<file path="config.mk">
export PLATFORM = sky130hd
export DESIGN_NAME = pipeline_hazard_ctrl
export DESIGN_NICKNAME = d
export VERILOG_FILES = /design/src/rtl/pipeline_hazard_ctrl.sv
export SDC_FILE = /design/constraint.sdc
export NUM_CORES = 1
export LEC_CHECK = 0
export BUFFER_PORTS_ARGS = -buffer_cell sky130_fd_sc_hd__buf_2
export CAP_MARGIN = 20
export CELL_PAD_IN_SITES_DETAIL_PLACEMENT = 1
export CELL_PAD_IN_SITES_GLOBAL_PLACEMENT = 1
export CORE_ASPECT_RATIO = 0.5
export CORE_MARGIN = 1
export CORE_UTILIZATION = 33
export CTS_BUF_LIST = sky130_fd_sc_hd__clkbuf_8
export DETAILED_ROUTE_END_ITERATION = 7
export PLACE_DENSITY = 0.78
export SYNTH_ARGS = -nofsm -noshare
export SYNTH_HDL_FRONTEND = slang
export SYNTH_SLANG_ARGS = --single-unit
</file>
<file path="constraint.sdc">
create_clock -name clk -period 3.7 [get_ports clk]
set_input_delay 0.555 -clock clk [delete_from_list [all_inputs] [get_ports clk]]
set_output_delay 0.555 -clock clk [all_outputs]
set_load 0.02 [all_outputs]
</file>
<file path="src/rtl/pipeline_hazard_ctrl.sv">
// pipeline_hazard_ctrl
// Hazard and redirect controller for a five-stage in-order pipeline.
// It selects operand forwarding sources for the ID stage and inserts one
// bubble for each load-use hazard. It turns EX-stage branch/jump requests
// into a same-cycle PC redirect with a flush of the two wrong-path stages.
// While data memory is busy, the whole pipeline is frozen. A redirect that
// arrives during a freeze is held until the freeze ends. Saturating
// counters record stall cycles and flush cycles.
//
// Ports
//   clk, rst_n                      clock, async active-low reset
//   i_id_*                          ID-stage valid, rs1/rs2 use flags and indices
//   i_ex_*                          EX-stage valid, write/load qualifiers, rd,
//                                   redirect request and target
//   i_mem_*, i_wb_*                 MEM / WB writer valid, reg_write and rd
//   i_mem_busy                      data memory not ready, freezes the pipeline
//   o_fwd_rs1_sel, o_fwd_rs2_sel    00 regfile, 01 MEM result, 10 WB result
//   o_*_stall                       hold PC / pipeline registers
//   o_if_id_flush, o_id_ex_flush    bubble the stage on the next edge
//   o_pc_redirect_en/_addr          load PC on the next edge (addr 0 when idle)
//   o_stall_count, o_flush_count    saturating performance counters
//
// State   | meaning
// ST_RUN  | normal operation
// ST_PEND | redirect captured during a freeze, issued when the freeze ends
module pipeline_hazard_ctrl (
  input  logic        clk,
  input  logic        rst_n,
  input  logic        i_id_valid,
  input  logic        i_id_uses_rs1,
  input  logic        i_id_uses_rs2,
  input  logic [4:0]  i_id_rs1_addr,
  input  logic [4:0]  i_id_rs2_addr,
  input  logic        i_ex_valid,
  input  logic        i_ex_reg_write,
  input  logic        i_ex_mem_read,
  input  logic [4:0]  i_ex_rd_addr,
  input  logic        i_ex_redirect_req,
  input  logic [31:0] i_ex_redirect_addr,
  input  logic        i_mem_valid,
  input  logic        i_mem_reg_write,
  input  logic [4:0]  i_mem_rd_addr,
  input  logic        i_wb_valid,
  input  logic        i_wb_reg_write,
  input  logic [4:0]  i_wb_rd_addr,
  input  logic        i_mem_busy,
  output logic [1:0]  o_fwd_rs1_sel,
  output logic [1:0]  o_fwd_rs2_sel,
  output logic        o_pc_stall,
  output logic        o_if_id_stall,
  output logic        o_id_ex_stall,
  output logic        o_ex_mem_stall,
  output logic        o_if_id_flush,
  output logic        o_id_ex_flush,
  output logic        o_pc_redirect_en,
  output logic [31:0] o_pc_redirect_addr,
  output logic [15:0] o_stall_count,
  output logic [15:0] o_flush_count
);

  typedef enum logic {ST_RUN, ST_PEND} state_t;

  state_t      r_state;
  state_t      w_state_nxt;
  logic [31:0] r_pend_addr;
  logic [31:0] w_pend_addr_nxt;
  logic [15:0] r_stall_count;
  logic [15:0] r_flush_count;

  logic w_mem_wr, w_wb_wr;
  logic w_mem_hit_rs1, w_mem_hit_rs2, w_wb_hit_rs1, w_wb_hit_rs2;
  logic w_load_use, w_redir_req, w_any_stall, w_any_flush;

  // A writer only forwards when it really writes a non-zero register.
  assign w_mem_wr      = i_mem_valid & i_mem_reg_write;
  assign w_wb_wr       = i_wb_valid & i_wb_reg_write;
  assign w_mem_hit_rs1 = w_mem_wr & (i_mem_rd_addr == i_id_rs1_addr) & (i_id_rs1_addr != 5'd0);
  assign w_mem_hit_rs2 = w_mem_wr & (i_mem_rd_addr == i_id_rs2_addr) & (i_id_rs2_addr != 5'd0);
  assign w_wb_hit_rs1  = w_wb_wr & (i_wb_rd_addr == i_id_rs1_addr) & (i_id_rs1_addr != 5'd0);
  assign w_wb_hit_rs2  = w_wb_wr & (i_wb_rd_addr == i_id_rs2_addr) & (i_id_rs2_addr != 5'd0);

  // The bubble moves the load into MEM, so the hazard clears by itself
  // after one cycle. Because of that, no extra state is needed to limit
  // each hazard to a single bubble.
  assign w_load_use = i_id_valid & i_ex_valid & i_ex_mem_read & (i_ex_rd_addr != 5'd0) &
                      ((i_id_uses_rs1 & (i_ex_rd_addr == i_id_rs1_addr)) |
                       (i_id_uses_rs2 & (i_ex_rd_addr == i_id_rs2_addr)));

  assign w_redir_req = i_ex_valid & i_ex_redirect_req;

  always_ff @(posedge clk or negedge rst_n) begin
    if (!rst_n) begin
      r_state     <= ST_RUN;
      r_pend_addr <= 32'd0;
    end else begin
      r_state     <= w_state_nxt;
      r_pend_addr <= w_pend_addr_nxt;
    end
  end

  always_comb begin
    w_state_nxt        = r_state;
    w_pend_addr_nxt    = r_pend_addr;
    o_fwd_rs1_sel      = 2'b00;
    o_fwd_rs2_sel      = 2'b00;
    o_pc_stall         = 1'b0;
    o_if_id_stall      = 1'b0;
    o_id_ex_stall      = 1'b0;
    o_ex_mem_stall     = 1'b0;
    o_if_id_flush      = 1'b0;
    o_id_ex_flush      = 1'b0;
    o_pc_redirect_en   = 1'b0;
    o_pc_redirect_addr = 32'd0;

    // All outputs are gated by reset, so they stay quiet while rst_n is
    // low even if the inputs are active.
    if (rst_n) begin
      if (w_mem_hit_rs1)     o_fwd_rs1_sel = 2'b01;
      else if (w_wb_hit_rs1) o_fwd_rs1_sel = 2'b10;
      if (w_mem_hit_rs2)     o_fwd_rs2_sel = 2'b01;
      else if (w_wb_hit_rs2) o_fwd_rs2_sel = 2'b10;

      if (i_mem_busy) begin
        o_pc_stall     = 1'b1;
        o_if_id_stall  = 1'b1;
        o_id_ex_stall  = 1'b1;
        o_ex_mem_stall = 1'b1;
        // While already pending, new requests are ignored: the captured
        // target is the oldest control transfer and the one that wins.
        if (r_state == ST_RUN && w_redir_req) begin
          w_state_nxt     = ST_PEND;
          w_pend_addr_nxt = i_ex_redirect_addr;
        end
      end else if (r_state == ST_PEND) begin
        o_pc_redirect_en   = 1'b1;
        o_pc_redirect_addr = r_pend_addr;
        o_if_id_flush      = 1'b1;
        o_id_ex_flush      = 1'b1;
        w_state_nxt        = ST_RUN;
      end else if (w_redir_req) begin
        o_pc_redirect_en   = 1'b1;
        o_pc_redirect_addr = i_ex_redirect_addr;
        o_if_id_flush      = 1'b1;
        o_id_ex_flush      = 1'b1;
      end else if (w_load_use) begin
        o_pc_stall    = 1'b1;
        o_if_id_stall = 1'b1;
        o_id_ex_flush = 1'b1;
      end
    end
  end

  assign w_any_stall = o_pc_stall | o_if_id_stall | o_id_ex_stall | o_ex_mem_stall;
  assign w_any_flush = o_if_id_flush | o_id_ex_flush;

  always_ff @(posedge clk or negedge rst_n) begin
    if (!rst_n) begin
      r_stall_count <= 16'd0;
      r_flush_count <= 16'd0;
    end else begin
      if (w_any_stall && r_stall_count != 16'hFFFF) r_stall_count <= r_stall_count + 16'd1;
      if (w_any_flush && r_flush_count != 16'hFFFF) r_flush_count <= r_flush_count + 16'd1;
    end
  end

  assign o_stall_count = r_stall_count;
  assign o_flush_count = r_flush_count;

endmodule

</file>
# ---- Word level (Yosys, flattened, before mapping)
# Cells that the tools add are included.
dict set report totals {
  mem_bits_rw 0
  n_memories 0
  latch_bits 0
  romBits 0
  word_cells 72
  ff_bits 65
  inputBits 71
}
dict set report op_classes {
  n_addsub 2
  n_bitwise 22
  n_div 0
  n_reduce_logical 8
  n_mul 0
  n_eq_ne 9
  magnitude_cmp 0
  n_mux 27
  shifts 0
}
# op count
set ops {}
lappend ops {{32-bit 2-to-1 mux} 4}
lappend ops {{16-bit by 1-bit adder with 16-bit output, second input constant} 2}
lappend ops {{16-bit != test, second input constant} 2}
lappend ops {{5-bit equality test} 6}
lappend ops {{1-bit bitwise AND} 17}
lappend ops {{1-bit 2-to-1 mux} 17}
lappend ops {{5-bit nonzero test} 3}
lappend ops {{2-bit 2-to-1 mux} 6}
lappend ops {{1-bit bitwise OR} 4}
lappend ops {{1-bit logical AND} 3}
lappend ops {{3-bit AND reduction} 1}
lappend ops {{2-bit by 1-bit != test with 1-bit output, second input constant} 1}
lappend ops {{2-bit AND reduction} 1}
lappend ops {{1-bit NOT} 1}

# ---- Longest topological paths before layout
dict set report depth {
  depth_word 12
  depth_mapped 8
  depth_no_buf 8
}

# ---- Worst setup path after synthesis
# OpenSTA, ideal clock, no wires.
dict set report synth_path {
  path_type {input -> output}
  startpoint {input i_id_rs1_addr[1]}
  endpoint {output o_fwd_rs1_sel[1]}
  arrival_ns 1.970
  slack_ns 1.175
  n_path_buf 0
  path_stages 4
  required_time_ns 3.145
  cell_sequence {or4_1 > nor2_1 > nor3_1 > nor4_1}
}
dict set report synth_via {
  elab_chain_cells 6
  word_cells_on_any_way 10
  classes_between {2 x eq/ne; 3 x mux; 4 x bitwise; 1 x reduce/logical}
}
# element line
set synth_rtl {}
lappend synth_rtl {{start: declaration} 32} ;# input logic [4:0] i_id_rs1_addr,
lappend synth_rtl {{5-bit equality test} 79} ;# assign w_wb_hit_rs1 = w_wb_wr & (i_wb_rd_addr == i_id_rs1_addr) & (i_id_rs1_addr != 5'd0);
lappend synth_rtl {{1-bit bitwise AND (2 in series)} 79}
lappend synth_rtl {{2-bit 2-to-1 mux} 119} ;# else if (w_wb_hit_rs1) o_fwd_rs1_sel = 2'b10;
lappend synth_rtl {{2-bit 2-to-1 mux (*)} 118} ;# if (w_mem_hit_rs1) o_fwd_rs1_sel = 2'b01;
lappend synth_rtl {{2-bit 2-to-1 mux (*)} 117} ;# if (rst_n) begin
lappend synth_rtl {{end: declaration} 47} ;# output logic [1:0] o_fwd_rs1_sel,
# Every way passes the cells marked *; elsewhere a longest branch is shown, timed or not.

# ---- Worst setup path after layout
dict set report layout_path {
  startpoint {input i_ex_rd_addr[1]}
  endpoint {output o_pc_stall}
}
dict set report layout_via {
  elab_chain_cells 9
  word_cells_on_any_way 13
  classes_between {2 x eq/ne; 5 x mux; 5 x bitwise; 1 x reduce/logical}
}
# element line
set layout_rtl {}
lappend layout_rtl {{start: declaration} 37} ;# input logic [4:0] i_ex_rd_addr,
lappend layout_rtl {{5-bit equality test, on equally long branches} {86, 87}}
lappend layout_rtl {{1-bit bitwise AND, on equally long branches} {86, 87}}
lappend layout_rtl {{1-bit bitwise OR} 86} ;# ((i_id_uses_rs1 & (i_ex_rd_addr == i_id_rs1_addr)) |
lappend layout_rtl {{1-bit bitwise AND (*)} 85} ;# assign w_load_use = i_id_valid & i_ex_valid & i_ex_mem_read & (i_ex_rd_addr != 5'd0) &
lappend layout_rtl {{1-bit 2-to-1 mux (*)} 145} ;# end else if (w_load_use) begin
lappend layout_rtl {{1-bit 2-to-1 mux (*)} 140} ;# end else if (w_redir_req) begin
lappend layout_rtl {{1-bit 2-to-1 mux (*)} 134} ;# end else if (r_state == ST_PEND) begin
lappend layout_rtl {{1-bit 2-to-1 mux (*)} 123} ;# if (i_mem_busy) begin
lappend layout_rtl {{1-bit 2-to-1 mux (*)} 117}
lappend layout_rtl {{end: declaration} 49} ;# output logic o_pc_stall,
# Marked as above.

==> metrics.md <==
| Metric | Value |
|---|---|
| Vias per cell | `5.00` |
| Site row count | `26` |
| Final Setup Violations | `0` |
| Leading cell type in the layout, fill and taps excluded | `sky130_fd_sc_hd__buf_2` |
| Gate count after technology mapping | `355` |
| Maximum count of clock buffers along a single path | `2` |
| CP Buf/Inv Count | `3` |
| Placement-stage cell area | `4470 um^2` |
| Kind of start point of the critical path | `primary input` |
| Cell-by-cell listing of the critical path | `buf_2, or4_1, o2111ai_1, o31a_1, inv_1, buf_2` |
| Most frequently used flop master after synthesis | `sky130_fd_sc_hd__dfrtp_1` |
| Crit-path most repeated cell | `sky130_fd_sc_hd__buf_2` |
| Num Clock Sinks | `65` |
| Global-route total usage across every layer | `0.188` |
| Post-cts sizing count | `0` |
| Number of global-route vias before repair | `3396` |
| Max H-tree Level | `3` |
| Areal power density over the cells | `434 nW/um^2` |
| Die ar. | `11400 um^2` |
| Number of flops mapped to enable cells by yosys | `0` |
| MaxCap Viol Count | `0` |
| Post-Synthesis Net Count | `428` |
| Post-CTS clock slew at the launch and capture registers of the worst setup and hold paths | `0.06 ns` |
| Area fraction in and, or, nand and nor cells after synthesis | `0.178` |
| Netlist area before placement | `3610 um^2` |
| Worst reg2reg path endpoint | `o_flush_count[15]` |
| Type of the setup path with the least slack | `primary input to output pin` |
| Switching Fraction | `0.332` |
| Slew headroom | `0.539` |
| Worst-Skew Late Latency | `0.33 ns` |
| DRC violation count after routing | `0` |
| Signed area change from the synthesized netlist to the final layout | `28.4%` |
| Synth Warn # | `0` |
| Hold-fix buffer count after cts | `0` |
| Post-CTS Setup Repair Bufs | `0` |
| Remaining number of nets flagged by the antenna check after routing | `0` |
| Wire length per cell after detailed routing | `16.0 um` |
| Complex-gate fraction of the synthesized area | `0.0899` |
| Final worst-path cycle share | `0.747` |
| Total wire length | `10300 um` |
| Beginning of the worst register-to-register path | `o_flush_count[0]` |
| Register bit total from synthesis | `65` |
| Initial core utilization | `0.346` |
| Clock share of power | `0.256` |
| Area of the core | `10400 um^2` |
| Combinational family with the most area after synthesis | `simple AND/OR/NAND/NOR gates` |
| Distinct cells, synth | `36` |
| Final net count | `571` |
| Critical path required time | `3.14 ns` |
| Half-perimeter wire length after placement | `7680 um` |
| Outcome | `finished, final reports clean` |
| Die boundary height | `75.9 um` |
| Area share of xor/xnor cells in the synthesized design | `0.138` |
| Share of cell area taken by muxes after synthesis | `0.103` |
| Least-Margin Pin Slew | `0.691 ns` |
| Setup repair after global routing missed its margin | `no` |
| Largest stage delay on the critical path | `0.55 ns` |
| CTS buffer count | `9` |
| Via count | `3210` |
| Worst Clk Skew | `0.00789 ns` |
| TritonCTS clock tree | `built` |
| Peak supply drop | `0.212 mV` |
| Final critical-path required period | `2.76 ns` |
| 1st-iter DRT viols | `126` |
| First-pass GRT wire length | `16800 um` |
| Hold Path Class | `primary input to asynchronous set/reset pin` |
| Net switching power figure | `0.000668 W` |
| Most used cells in the layout excluding fill and tap cells | `144 x sky130_fd_sc_hd__buf_2, 65 x sky130_fd_sc_hd__dfrtp_1, 49 x sky130_fd_sc_hd__nor2_1` |
| Per-instance average area after synthesis | `10.2 um^2` |
| Root Buffer Master | `sky130_fd_sc_hd__clkbuf_8` |
| Internal Pwr Total | `0.00134 W` |
| Crit path from | `i_ex_rd_addr[1]` |
| Antenna violations before repair | `0` |
| Part of the Yosys area used for sequential elements | `0.451` |
| Reg2reg setup slack | `1.23 ns` |
| Leak Pwr | `2.23 nW` |
| DIE WIDTH | `150 um` |
| Layout cells sized above 1 | `0.402` |
| Top achievable clock speed | `362 MHz` |
| Number of hold violations in the final report | `0` |
| Total grt overflow | `0` |
| Worst-path cell with the longest stage delay | `sky130_fd_sc_hd__or4_1` |
| Final setup TNS | `0 ns` |
| Adder and majority gate portion of the synthesized area | `0.00694` |
| Crit Path Max Fanout | `6` |
| Post-synth ARST share | `1.00` |
| Critical path endpoint category | `output pin` |
| Final std cell area, no fill | `4630 um^2` |
| Input/output buffers | `144` |
| Worst Reg2Reg Path Length in Cells | `8` |
| Count of final max-slew check failures | `0` |
| Number of antenna repair diodes | `0` |
| Gate family responsible for the most delay along the worst path | `compound AO/OA/AOI/OAI gates` |
| Routability cong. | `0.773` |
| Number of top-level pins | `146` |
| Largest net degree at the start of global routing | `54` |
| First-pass iteration count of the detailed router | `4` |
| Critical Path AT | `2.21 ns` |
| Share of power burned in registers | `0.479` |
| Share of power burned in combinational logic | `0.265` |
==> cell usage after synthesis, types with 5 or more instances <==
| library cell | n | area [um^2] |
|---|---|---|
| sky130_fd_sc_hd__dfrtp_1 | 65 | 1630 |
| sky130_fd_sc_hd__nor3_1 | 9 | 45.0 |
| sky130_fd_sc_hd__xor2_1 | 15 | 131 |
| sky130_fd_sc_hd__or4_1 | 5 | 37.5 |
| sky130_fd_sc_hd__nand2_1 | 20 | 75.1 |
| sky130_fd_sc_hd__nand3_1 | 17 | 85.1 |
| sky130_fd_sc_hd__xnor2_1 | 42 | 368 |
| sky130_fd_sc_hd__clkbuf_1 | 11 | 41.3 |
| sky130_fd_sc_hd__nand4_1 | 12 | 75.1 |
| sky130_fd_sc_hd__a22oi_1 | 32 | 240 |
| sky130_fd_sc_hd__nor2_1 | 50 | 188 |
| sky130_fd_sc_hd__inv_1 | 8 | 30.0 |
| sky130_fd_sc_hd__mux2_2 | 33 | 372 |
==> worst register-to-register path, stage by stage (launching register included) <==
cell,delay (ns)
sky130_fd_sc_hd__dfrtp_1,0.42
sky130_fd_sc_hd__ha_1,0.23
sky130_fd_sc_hd__nand3_1,0.14
sky130_fd_sc_hd__or3_1,0.12
sky130_fd_sc_hd__a2bb2oi_1,0.30
sky130_fd_sc_hd__nand3_1,0.34
sky130_fd_sc_hd__or2_2,0.45
sky130_fd_sc_hd__nor3_1,0.22
sky130_fd_sc_hd__xor2_1,0.17
==> sequential cells by signal, summed over array words and instances (netlist names) <==
name and count:
r_pend_addr 32, o_stall_count 16, o_flush_count 16, r_state 1
==> cell type report <==
cell class | count | area [um^2]
Clock buffer | 10 | 138
Clock inverter | 5 | 25.0
Fill cell | 1248 | 5780
Inverter | 8 | 30.0
Multi-Input combinational cell | 264 | 1870
Sequential cell | 65 | 1630
Tap cell | 140 | 175
Timing Repair Buffer | 150 | 766
==> power groups by stage <==
stage | clock network (W) | registers [W] | logic, W
5_1_grt | 0.000559 | 0.000989 | 0.000587
6_report | 0.000514 | 0.000964 | 0.000533
3_5_place_dp | 0 | 0.000978 | 0.000540
4_1_cts | 0.000530 | 0.000964 | 0.000543
2_1_floorplan | 0 | 0.00101 | 0.000289
3_3_place_gp | 0 | 0.000968 | 0.000520
==> logic make-up (layout without fill, tap and decap cells) <==
| group | after synthesis | in the layout |
|---|---|---|
| buffers and inverters | 26 | 173 |
| AO/OA/AOI/OAI | 43 | 43 |
| multiplexers | 33 | 33 |
| AND/OR/NAND/NOR | 129 | 129 |
| XOR/XNOR | 57 | 57 |
| flip-flops | 65 | 65 |
| adder cells (fa/ha/maj) | 2 | 2 |
==> per-layer routing <==
metal	track usage	up-vias	wire length, um
met5	0	-	0
met4	0.0495	0	107
met3	0.0518	10	630
met2	0.320	79	4970
met1	0.233	1589	4560
li1	-	1532	-
==> through the flow <==
stage / hold WS (ns) / util / worst slack, ns / power, W / cells
final: 0.0958 / 0.445 / 0.936 / 0.00201 / 642
after global routing: 0.0912 / 0.445 / 0.774 / 0.00214 / 642
after CTS: 0.0895 / 0.445 / 0.911 / 0.00204 / 642
after detailed placement: 0.452 / 0.429 / 0.918 / 0.00152 / 627
after global placement: 0.451 / 0.429 / 0.960 / 0.00149 / 627
after floorplan: 0.259 / - / 1.17 / 0.00130 / 355
==> worst max-delay path by stage <==
stage	slack, ns	to	cells past startpoint
5_1_grt	0.77	o_pc_stall	6
3_5_place_dp	0.92	o_pc_stall	6
3_3_place_gp	0.96	o_pc_stall	6
4_1_cts	0.91	o_pc_stall	6
2_1_floorplan	1.17	o_fwd_rs1_sel[1]	4
6_report	0.94	o_pc_stall	6
(Power assumes the default switching activity.)
